==> config.mk <==
export PLATFORM = sky130hd
export DESIGN_NAME = dalu_ce_arb_flat
export DESIGN_NICKNAME = d
export VERILOG_FILES = /design/src/rtl/dalu_ce_arb_if.sv /design/src/rtl/dalu_ce_arb.sv /design/src/flat_wrapper.sv
export SDC_FILE = /design/constraint.sdc
export NUM_CORES = 1
export LEC_CHECK = 0
export ABC_AREA = 1
export CORE_MARGIN = 2
export CORE_UTILIZATION = 35
export CTS_CLUSTER_SIZE = 24
export DETAILED_ROUTE_END_ITERATION = 12
export PLACE_DENSITY_LB_ADDON = 0.2
export RECOVER_POWER = 25
export REMOVE_ABC_BUFFERS = 1
export SYNTH_ARGS = -nofsm -noshare
export SYNTH_HDL_FRONTEND = slang
export SYNTH_SLANG_ARGS = --single-unit
==> constraint.sdc <==
create_clock -name SYSCLK -period 1 [get_ports SYSCLK]
set_input_delay 0.2 -clock SYSCLK [delete_from_list [all_inputs] [get_ports SYSCLK]]
set_output_delay 0.2 -clock SYSCLK [all_outputs]
set_load 0.02 [all_outputs]
==> src/rtl/dalu_ce_arb_if.sv <==
// Engine-result / E-stage mux bundle between the custom engines, decode and the ALU result mux.
// The arbiter takes the slave view; the engine and decode side takes the master view.
interface dalu_ce_arb_if;
   logic        CLMI_RHOLD;
   logic        CE_SLOT_P;
   logic        CE0_VLD_P;
   logic [31:0] CE0_RES_P;
   logic        CE1_VLD_P;
   logic [31:0] CE1_RES_P;
   logic        CE0_RDY;
   logic        CE1_RDY;
   logic        CE0_SEL_E_R;
   logic        CE1_SEL_E_R;
   logic [31:0] CE0_RES_E;
   logic [31:0] CE1_RES_E;
   logic        CE_STALL_P;
   logic        CE_OVF;

   modport slave (
      input  CLMI_RHOLD, CE_SLOT_P,
      input  CE0_VLD_P, CE0_RES_P, CE1_VLD_P, CE1_RES_P,
      output CE0_RDY, CE1_RDY, CE0_SEL_E_R, CE1_SEL_E_R,
      output CE0_RES_E, CE1_RES_E, CE_STALL_P, CE_OVF
   );

   modport master (
      output CLMI_RHOLD, CE_SLOT_P,
      output CE0_VLD_P, CE0_RES_P, CE1_VLD_P, CE1_RES_P,
      input  CE0_RDY, CE1_RDY, CE0_SEL_E_R, CE1_SEL_E_R,
      input  CE0_RES_E, CE1_RES_E, CE_STALL_P, CE_OVF
   );
endinterface

==> src/rtl/dalu_ce_arb.sv <==
// Round-robin arbiter of two one-entry engine result buffers into free E-stage writeback slots.
// Latency VLD->SEL 2 edges, slot->SEL 1 edge; RDY low while a buffer is full, CE_STALL_P requests a bubble.
module dalu_ce_arb #(
   parameter int WAIT_MAX = 8,
   parameter int AGE_W    = 4
) (
   input  logic          SYSCLK,
   input  logic          RESET_D1_R,
   dalu_ce_arb_if.slave  ce
);

   localparam logic [AGE_W-1:0] AGE_SAT = '1;
   localparam logic [AGE_W-1:0] AGE_LIM = AGE_W'(WAIT_MAX);

   logic             r_pend0, r_pend1;
   logic             r_last;
   logic             r_sel0, r_sel1;
   logic             r_ovf;
   logic [AGE_W-1:0] r_age0, r_age1;
   logic [31:0]      r_buf0, r_buf1;
   logic [31:0]      r_res0, r_res1;

   logic w_run;
   logic w_gnt0, w_gnt1;
   logic w_cap0, w_cap1;
   logic w_ovf;

   // r_last names the engine granted most recently; on contention the other one wins.
   assign w_run  = ~ce.CLMI_RHOLD & ce.CE_SLOT_P;
   assign w_gnt0 = w_run & r_pend0 & (~r_pend1 | r_last);
   assign w_gnt1 = w_run & r_pend1 & (~r_pend0 | ~r_last);
   assign w_cap0 = ce.CE0_VLD_P & ~r_pend0;
   assign w_cap1 = ce.CE1_VLD_P & ~r_pend1;
   assign w_ovf  = (ce.CE0_VLD_P & r_pend0) | (ce.CE1_VLD_P & r_pend1);

   always_ff @(posedge SYSCLK) begin
      if (RESET_D1_R) begin
         r_pend0 <= 1'b0;
         r_pend1 <= 1'b0;
         r_last  <= 1'b1;
         r_sel0  <= 1'b0;
         r_sel1  <= 1'b0;
         r_ovf   <= 1'b0;
         r_age0  <= '0;
         r_age1  <= '0;
         r_buf0  <= '0;
         r_buf1  <= '0;
         r_res0  <= '0;
         r_res1  <= '0;
      end else begin
         // Capture and grant of one engine are exclusive: capture needs an empty buffer, grant a full one.
         if (w_cap0) begin
            r_buf0  <= ce.CE0_RES_P;
            r_pend0 <= 1'b1;
            r_age0  <= '0;
         end else if (w_gnt0) begin
            r_pend0 <= 1'b0;
            r_age0  <= '0;
         end else if (r_pend0 && !ce.CLMI_RHOLD && r_age0 != AGE_SAT) begin
            r_age0  <= r_age0 + AGE_W'(1);
         end

         if (w_cap1) begin
            r_buf1  <= ce.CE1_RES_P;
            r_pend1 <= 1'b1;
            r_age1  <= '0;
         end else if (w_gnt1) begin
            r_pend1 <= 1'b0;
            r_age1  <= '0;
         end else if (r_pend1 && !ce.CLMI_RHOLD && r_age1 != AGE_SAT) begin
            r_age1  <= r_age1 + AGE_W'(1);
         end

         if (!ce.CLMI_RHOLD) begin
            r_sel0 <= w_gnt0;
            r_sel1 <= w_gnt1;
            if (w_gnt0) r_res0 <= r_buf0;
            if (w_gnt1) r_res1 <= r_buf1;
            if (w_gnt0 || w_gnt1) r_last <= w_gnt1;
         end

         if (w_ovf) r_ovf <= 1'b1;
      end
   end

   assign ce.CE0_RDY     = ~r_pend0;
   assign ce.CE1_RDY     = ~r_pend1;
   assign ce.CE0_SEL_E_R = r_sel0;
   assign ce.CE1_SEL_E_R = r_sel1;
   assign ce.CE0_RES_E   = r_res0;
   assign ce.CE1_RES_E   = r_res1;
   assign ce.CE_OVF      = r_ovf;
   assign ce.CE_STALL_P  = (r_pend0 & (r_age0 >= AGE_LIM)) | (r_pend1 & (r_age1 >= AGE_LIM));

endmodule

==> src/flat_wrapper.sv <==
// flat-port wrapper written by rule: the top's interface ports become plain ports
module dalu_ce_arb_flat 
#(
   parameter int WAIT_MAX = 8,
   parameter int AGE_W    = 4
)
  (SYSCLK, RESET_D1_R, ce_CLMI_RHOLD, ce_CE_SLOT_P, ce_CE0_VLD_P, ce_CE0_RES_P, ce_CE1_VLD_P, ce_CE1_RES_P, ce_CE0_RDY, ce_CE1_RDY, ce_CE0_SEL_E_R, ce_CE1_SEL_E_R, ce_CE0_RES_E, ce_CE1_RES_E, ce_CE_STALL_P, ce_CE_OVF);
  dalu_ce_arb_if ce_i ();
  input  logic SYSCLK;
  input  logic RESET_D1_R;
  input wire logic [$bits(ce_i.CLMI_RHOLD)-1:0] ce_CLMI_RHOLD;
  input wire logic [$bits(ce_i.CE_SLOT_P)-1:0] ce_CE_SLOT_P;
  input wire logic [$bits(ce_i.CE0_VLD_P)-1:0] ce_CE0_VLD_P;
  input wire logic [$bits(ce_i.CE0_RES_P)-1:0] ce_CE0_RES_P;
  input wire logic [$bits(ce_i.CE1_VLD_P)-1:0] ce_CE1_VLD_P;
  input wire logic [$bits(ce_i.CE1_RES_P)-1:0] ce_CE1_RES_P;
  output wire logic [$bits(ce_i.CE0_RDY)-1:0] ce_CE0_RDY;
  output wire logic [$bits(ce_i.CE1_RDY)-1:0] ce_CE1_RDY;
  output wire logic [$bits(ce_i.CE0_SEL_E_R)-1:0] ce_CE0_SEL_E_R;
  output wire logic [$bits(ce_i.CE1_SEL_E_R)-1:0] ce_CE1_SEL_E_R;
  output wire logic [$bits(ce_i.CE0_RES_E)-1:0] ce_CE0_RES_E;
  output wire logic [$bits(ce_i.CE1_RES_E)-1:0] ce_CE1_RES_E;
  output wire logic [$bits(ce_i.CE_STALL_P)-1:0] ce_CE_STALL_P;
  output wire logic [$bits(ce_i.CE_OVF)-1:0] ce_CE_OVF;
  assign ce_i.CLMI_RHOLD = ce_CLMI_RHOLD;
  assign ce_i.CE_SLOT_P = ce_CE_SLOT_P;
  assign ce_i.CE0_VLD_P = ce_CE0_VLD_P;
  assign ce_i.CE0_RES_P = ce_CE0_RES_P;
  assign ce_i.CE1_VLD_P = ce_CE1_VLD_P;
  assign ce_i.CE1_RES_P = ce_CE1_RES_P;
  assign ce_CE0_RDY = ce_i.CE0_RDY;
  assign ce_CE1_RDY = ce_i.CE1_RDY;
  assign ce_CE0_SEL_E_R = ce_i.CE0_SEL_E_R;
  assign ce_CE1_SEL_E_R = ce_i.CE1_SEL_E_R;
  assign ce_CE0_RES_E = ce_i.CE0_RES_E;
  assign ce_CE1_RES_E = ce_i.CE1_RES_E;
  assign ce_CE_STALL_P = ce_i.CE_STALL_P;
  assign ce_CE_OVF = ce_i.CE_OVF;
  dalu_ce_arb #(.WAIT_MAX(WAIT_MAX), .AGE_W(AGE_W)) u_core (.SYSCLK(SYSCLK), .RESET_D1_R(RESET_D1_R), .ce(ce_i));
endmodule
# == After elaboration in Yosys (flattened, before gate mapping) ==
# Index checks and enable logic that the tools add are counted.
# classes
addsub,2
n_mul,0
n_div,0
n_lt_le_gt_ge,2
n_eq_ne,2
shift,0
muxes,4
bitwise_logic,19
n_reduce_logical,13
# ops
op,count
$and 1x1->1,11
$add 4x1->4 const B,2
$ge 4x4->1 const B,2
$ne 4x4->1 const B,2
$reduce_and 2->1,3
$reduce_or 3->1,2
$logic_and 1x1->1,4
$mux 1,4
$not 1->1,4
$or 1x1->1,4
$reduce_bool 2->1,2
$logic_not 1->1,1
$logic_or 1x1->1,1
# word_totals
register_bits,142
latchBits,0
ramBits,0
romBits,0
inputBits,70
out_inout_bits,70
elab_cells,54
memories,0

# == Longest topological paths before layout ==
# logic_depth
ltp_word,6
mapped_depth,8
mapped_depth_nobuf,8

# == Least setup slack after synthesis ==
# No wires, ideal clock.
# synth_path
kind,register to register
from,register u_core.r_pend0
to,register u_core.r_res0[23] (netlist: u_core.ce.CE0_RES_E[23])
setup_ps,116
t_arrival_ps,1015
t_required_ps,884
setup_slack_ps,-130
stages_incl_launch_ff,7
path_cell_list,dfxtp_1 inv_2 nor2_4 nand3_4 buf_2 o21ai_0 nor2_1
# synth_via
elab_chain_len,3
# synth_lines
element,line_no,source
start: declaration,dalu_ce_arb.sv:15,"logic r_pend0, r_pend1;"
start signal: assignment,dalu_ce_arb.sv:38,r_pend0 <= 1'b0;
start signal: assignment,dalu_ce_arb.sv:54,r_pend0 <= 1'b1;
start signal: assignment,dalu_ce_arb.sv:57,r_pend0 <= 1'b0;
$and 1x1->1 (2 in a row),dalu_ce_arb.sv:30,assign w_gnt0 = w_run & r_pend0 & (~r_pend1 | r_last);
$reduce_and 2->1 (no source line),-,
end signal: assignment,dalu_ce_arb.sv:77,if (w_gnt0) r_res0 <= r_buf0;
end: declaration,dalu_ce_arb.sv:21,"logic [31:0] r_res0, r_res1;"
# Every way passes these cells.
# A chain may end at the register's enable or synchronous reset.

# == Final worst setup path ==
# layout_path
from,register u_core.r_pend1
to,register u_core.r_res1[1] (netlist: u_core.ce.CE1_RES_E[1])
# layout_via
elab_chain_len,3
# layout_lines
element,line_no,source
start: declaration,dalu_ce_arb.sv:15,
start signal: assignment,dalu_ce_arb.sv:39,r_pend1 <= 1'b0;
start signal: assignment,dalu_ce_arb.sv:65,r_pend1 <= 1'b1;
start signal: assignment,dalu_ce_arb.sv:68,r_pend1 <= 1'b0;
$and 1x1->1 (2 in a row),dalu_ce_arb.sv:31,assign w_gnt1 = w_run & r_pend1 & (~r_pend0 | ~r_last);
$reduce_and 2->1 (no source line),-,
end signal: assignment,dalu_ce_arb.sv:78,if (w_gnt1) r_res1 <= r_buf1;
end: declaration,dalu_ce_arb.sv:21,
# Every way passes these cells.

==> impl_metrics.toml <==
[run_status]
status = "complete, but fails checks"
violations = "negative setup slack"

[critical_path]
end_kind = "flop"
crit_type = "reg -> reg"
worstPathArrival_ns = 1.67
path_max_fanout = 5
cp.required_ns = 1.31
reg2reg_slack_ns = -0.36
start_kind = "flop"
ff2ff_path_depth = 8

[die]
rows = 44
initial_core_util_pct = 35.5
die_w_um = 125
die-area_mm2 = 0.0156
core_mm2 = 0.0144
chipHeight_um = 125
pin_count = 140

[logic_synthesis]
synth_top_family_by_area = "simple AND/OR/NAND/NOR gates"
synth_top_area_cell = "dfxtp_1"
ys_seq_elements = 142
synthAdderAreaFrac_pct = 0.978
syn_area_per_cell_um2 = 7.80
postSynthCellCount = 656
synth_cell_types = 24
synth_compound_area_share_pct = 14.0
netlist.area_leader.share_pct = 55.6
synth_warnings = 0
synth_area_mm2 = 0.00512
synth.area.mux_share_pct = 0
synthTopCellsByArea = "dfxtp_1 56%, nor2_1 18%, o21ai_0 12%"
synth-simple-area-share_pct = 23.9
ys_seq_area_share_pct = 55.6
synth_xor_area_share_pct = 0.342

[timing]
relSlewSlack_pct = 77.7
skew_ns = 0.0103
fin_tns_setup_ns = -40.86
fmax_ghz = 0.735
rsz0062_at_grt = "true"
maxSlewViolCount = 0
tightest_slew_ns = 0.333
period_share_pct = 136
finalSetupViolCount = 211
hold_violations = 0
layout_min_cycle_time_ns = 1.36
finalWorstSetupSlack_ns = -0.361

[routing]
via_count = 5207
post_drt_via_cell_ratio = 4.88
drc = 0
wl_per_cell_um = 16.3
antenna_left = 0
finalWirelength_mm = 17.3
first_pass_iters = 5
dr.first_iter.drc_count = 298

[pwr]
p_leak_nw = 3.97
p_per_area_mw_per_mm2 = 1690
ir_drop_mv = 1.25
finalPower_mw = 16.3

[cells_and_area]
n_antenna_cell = 0
drive_gt1_share_pct = 51.4
n_fill_cell = 1071
area_delta_synth_final_pct = 89.4
multi_input_area_mm2 = 0.00301
seq_area_mm2 = 0.00293
fin_area_mm2 = 0.00969
fin_nets = 943

[cts]
cts_tree = "built"
root_buffer = "clkbuf_16"
clk_pin_slew_worst_paths_ns = 0.06
htree_levels = 4
cts.sinks = 142
clockBufferDepth = 2
clk_latency_ns = 0.43
cts_made_buffers = 17

[worst_hold_path]
hold_depth = 3
hold_class = "in -> reg"

[place]
place_area_mm2 = 0.00708
dp_hpwl_mm = 8.94
portBuffers = 139
gp_congestion = 0.791

[global_routing]
overflow = 0
grt_max_degree = 56
grt_antenna_before_repair = 0
grt_util_all_layers_pct = 20.7
grt_pass1_vias = 5263
grt_pass1_wl_mm = 26.1

[flow_run]
cap_violations = 0
[cells in the mapped netlist (all sizes together)]
library cell	n
dfxtp	142
a21oi	9
inv	20
nand3	8
o22ai	1
nand4	2
o21ai	131
nand2	36
buf	19
o21bai	1
ha	4
clkbuf	19
xor2	2
nor2	262
[final cells by class]
type / count / share of cell area [%]
flip-flops and latches: 142 / 30.3
repair buffers: 232 / 28.0
multi-input cells: 456 / 31.1
well taps: 184 / 2.38
clock inverters: 11 / 2.43
inverters: 20 / 1.06
clock buffers: 21 / 4.75
[cells by family after synthesis]
logic type,count (synthesis)
compound gates,142
simple gates,308
flops,142
xor+xnor,2
fa+ha+maj,4
buf+inv,58
[metrics by stage]
stage          utilization (%)  cells  setup WS, ns  hold WS [ns]
6_report                  67.2   1066        -0.361         0.311
5_1_grt                   67.2   1066        -0.417         0.305
4_1_cts                   61.5   1051        -0.329         0.295
3_5_place_dp              49.1    993        -0.632         0.446
3_3_place_gp              49.1    993        -0.605         0.455
2_1_floorplan                -    618         -1.20         0.269
[timing repair]
action	CTS	global route
hold buffers	0	0
buffers inserted	16	14
resized for setup	676	207
setup endpoints to repair	211	212
pin swaps	36	21
cloned	10	8
[worst max-delay path, cell delays in order, from the launching register on]
cell       delay [ns]
dfxtp_2          0.35
inv_2            0.05
buf_6            0.12
nor2_4           0.11
nand3_4          0.13
buf_12           0.18
clkbuf_16        0.16
nor2_4           0.08
nor2_1           0.06
[per-layer routing]
layer  global-route usage (%)  vias to the layer above  part of all wire, %
met5                        0                        -                    0
met4                     9.28                        0                  2.7
met3                     6.01                       39                  6.0
met2                     35.1                      181                   50
met1                     24.3                     2452                   42
li1                         -                     2535                    -
[registers in the layout, summed over array words and instances, names as in the netlist]
signal                 count
u_core.ce.CE0_RES_E       32
u_core.r_buf0             32
u_core.ce.CE1_SEL_E_R      1
u_core.r_pend1             1
u_core.r_last              1
u_core.r_buf1             32
u_core.r_age0              4
u_core.ce.CE_OVF           1
u_core.ce.CE1_RES_E       32
u_core.ce.CE0_SEL_E_R      1
u_core.r_age1              4
u_core.r_pend0             1
[final timing paths]
kind / from / endpoint
max reg2reg: u_core.r_pend1 / u_core.ce.CE1_RES_E[1]
min: ce_CLMI_RHOLD / u_core.ce.CE0_SEL_E_R
max: u_core.r_pend1 / u_core.ce.CE1_RES_E[1]
min reg2reg: u_core.ce.CE_OVF / u_core.ce.CE_OVF
[power breakdown]
group          switching, mW  leakage, nW  internal [mW]
clock                   2.40        0.333           5.05
sequential             0.320         1.20           6.02
combinational           1.23         2.44           1.32
[placed cells by master (no fill, tap or decap), types with 6 or more instances in the layout]
| master | instances |
|---|---|
| o21ai_0 | 52 |
| clkdlybuf4s50_1 | 68 |
| nor2_2 | 28 |
| dfxtp_1 | 71 |
| clkbuf_16 | 24 |
| dfxtp_2 | 70 |
| a21oi_2 | 9 |
| bufinv_16 | 7 |
| buf_6 | 91 |
| buf_4 | 41 |
| buf_12 | 16 |
| nand2_1 | 26 |
| inv_1 | 11 |
| nor2_4 | 91 |
| o21ai_1 | 45 |
| buf_16 | 6 |
| nor2_1 | 143 |
| o21ai_2 | 33 |
Power figures use the tool's default switching activity.
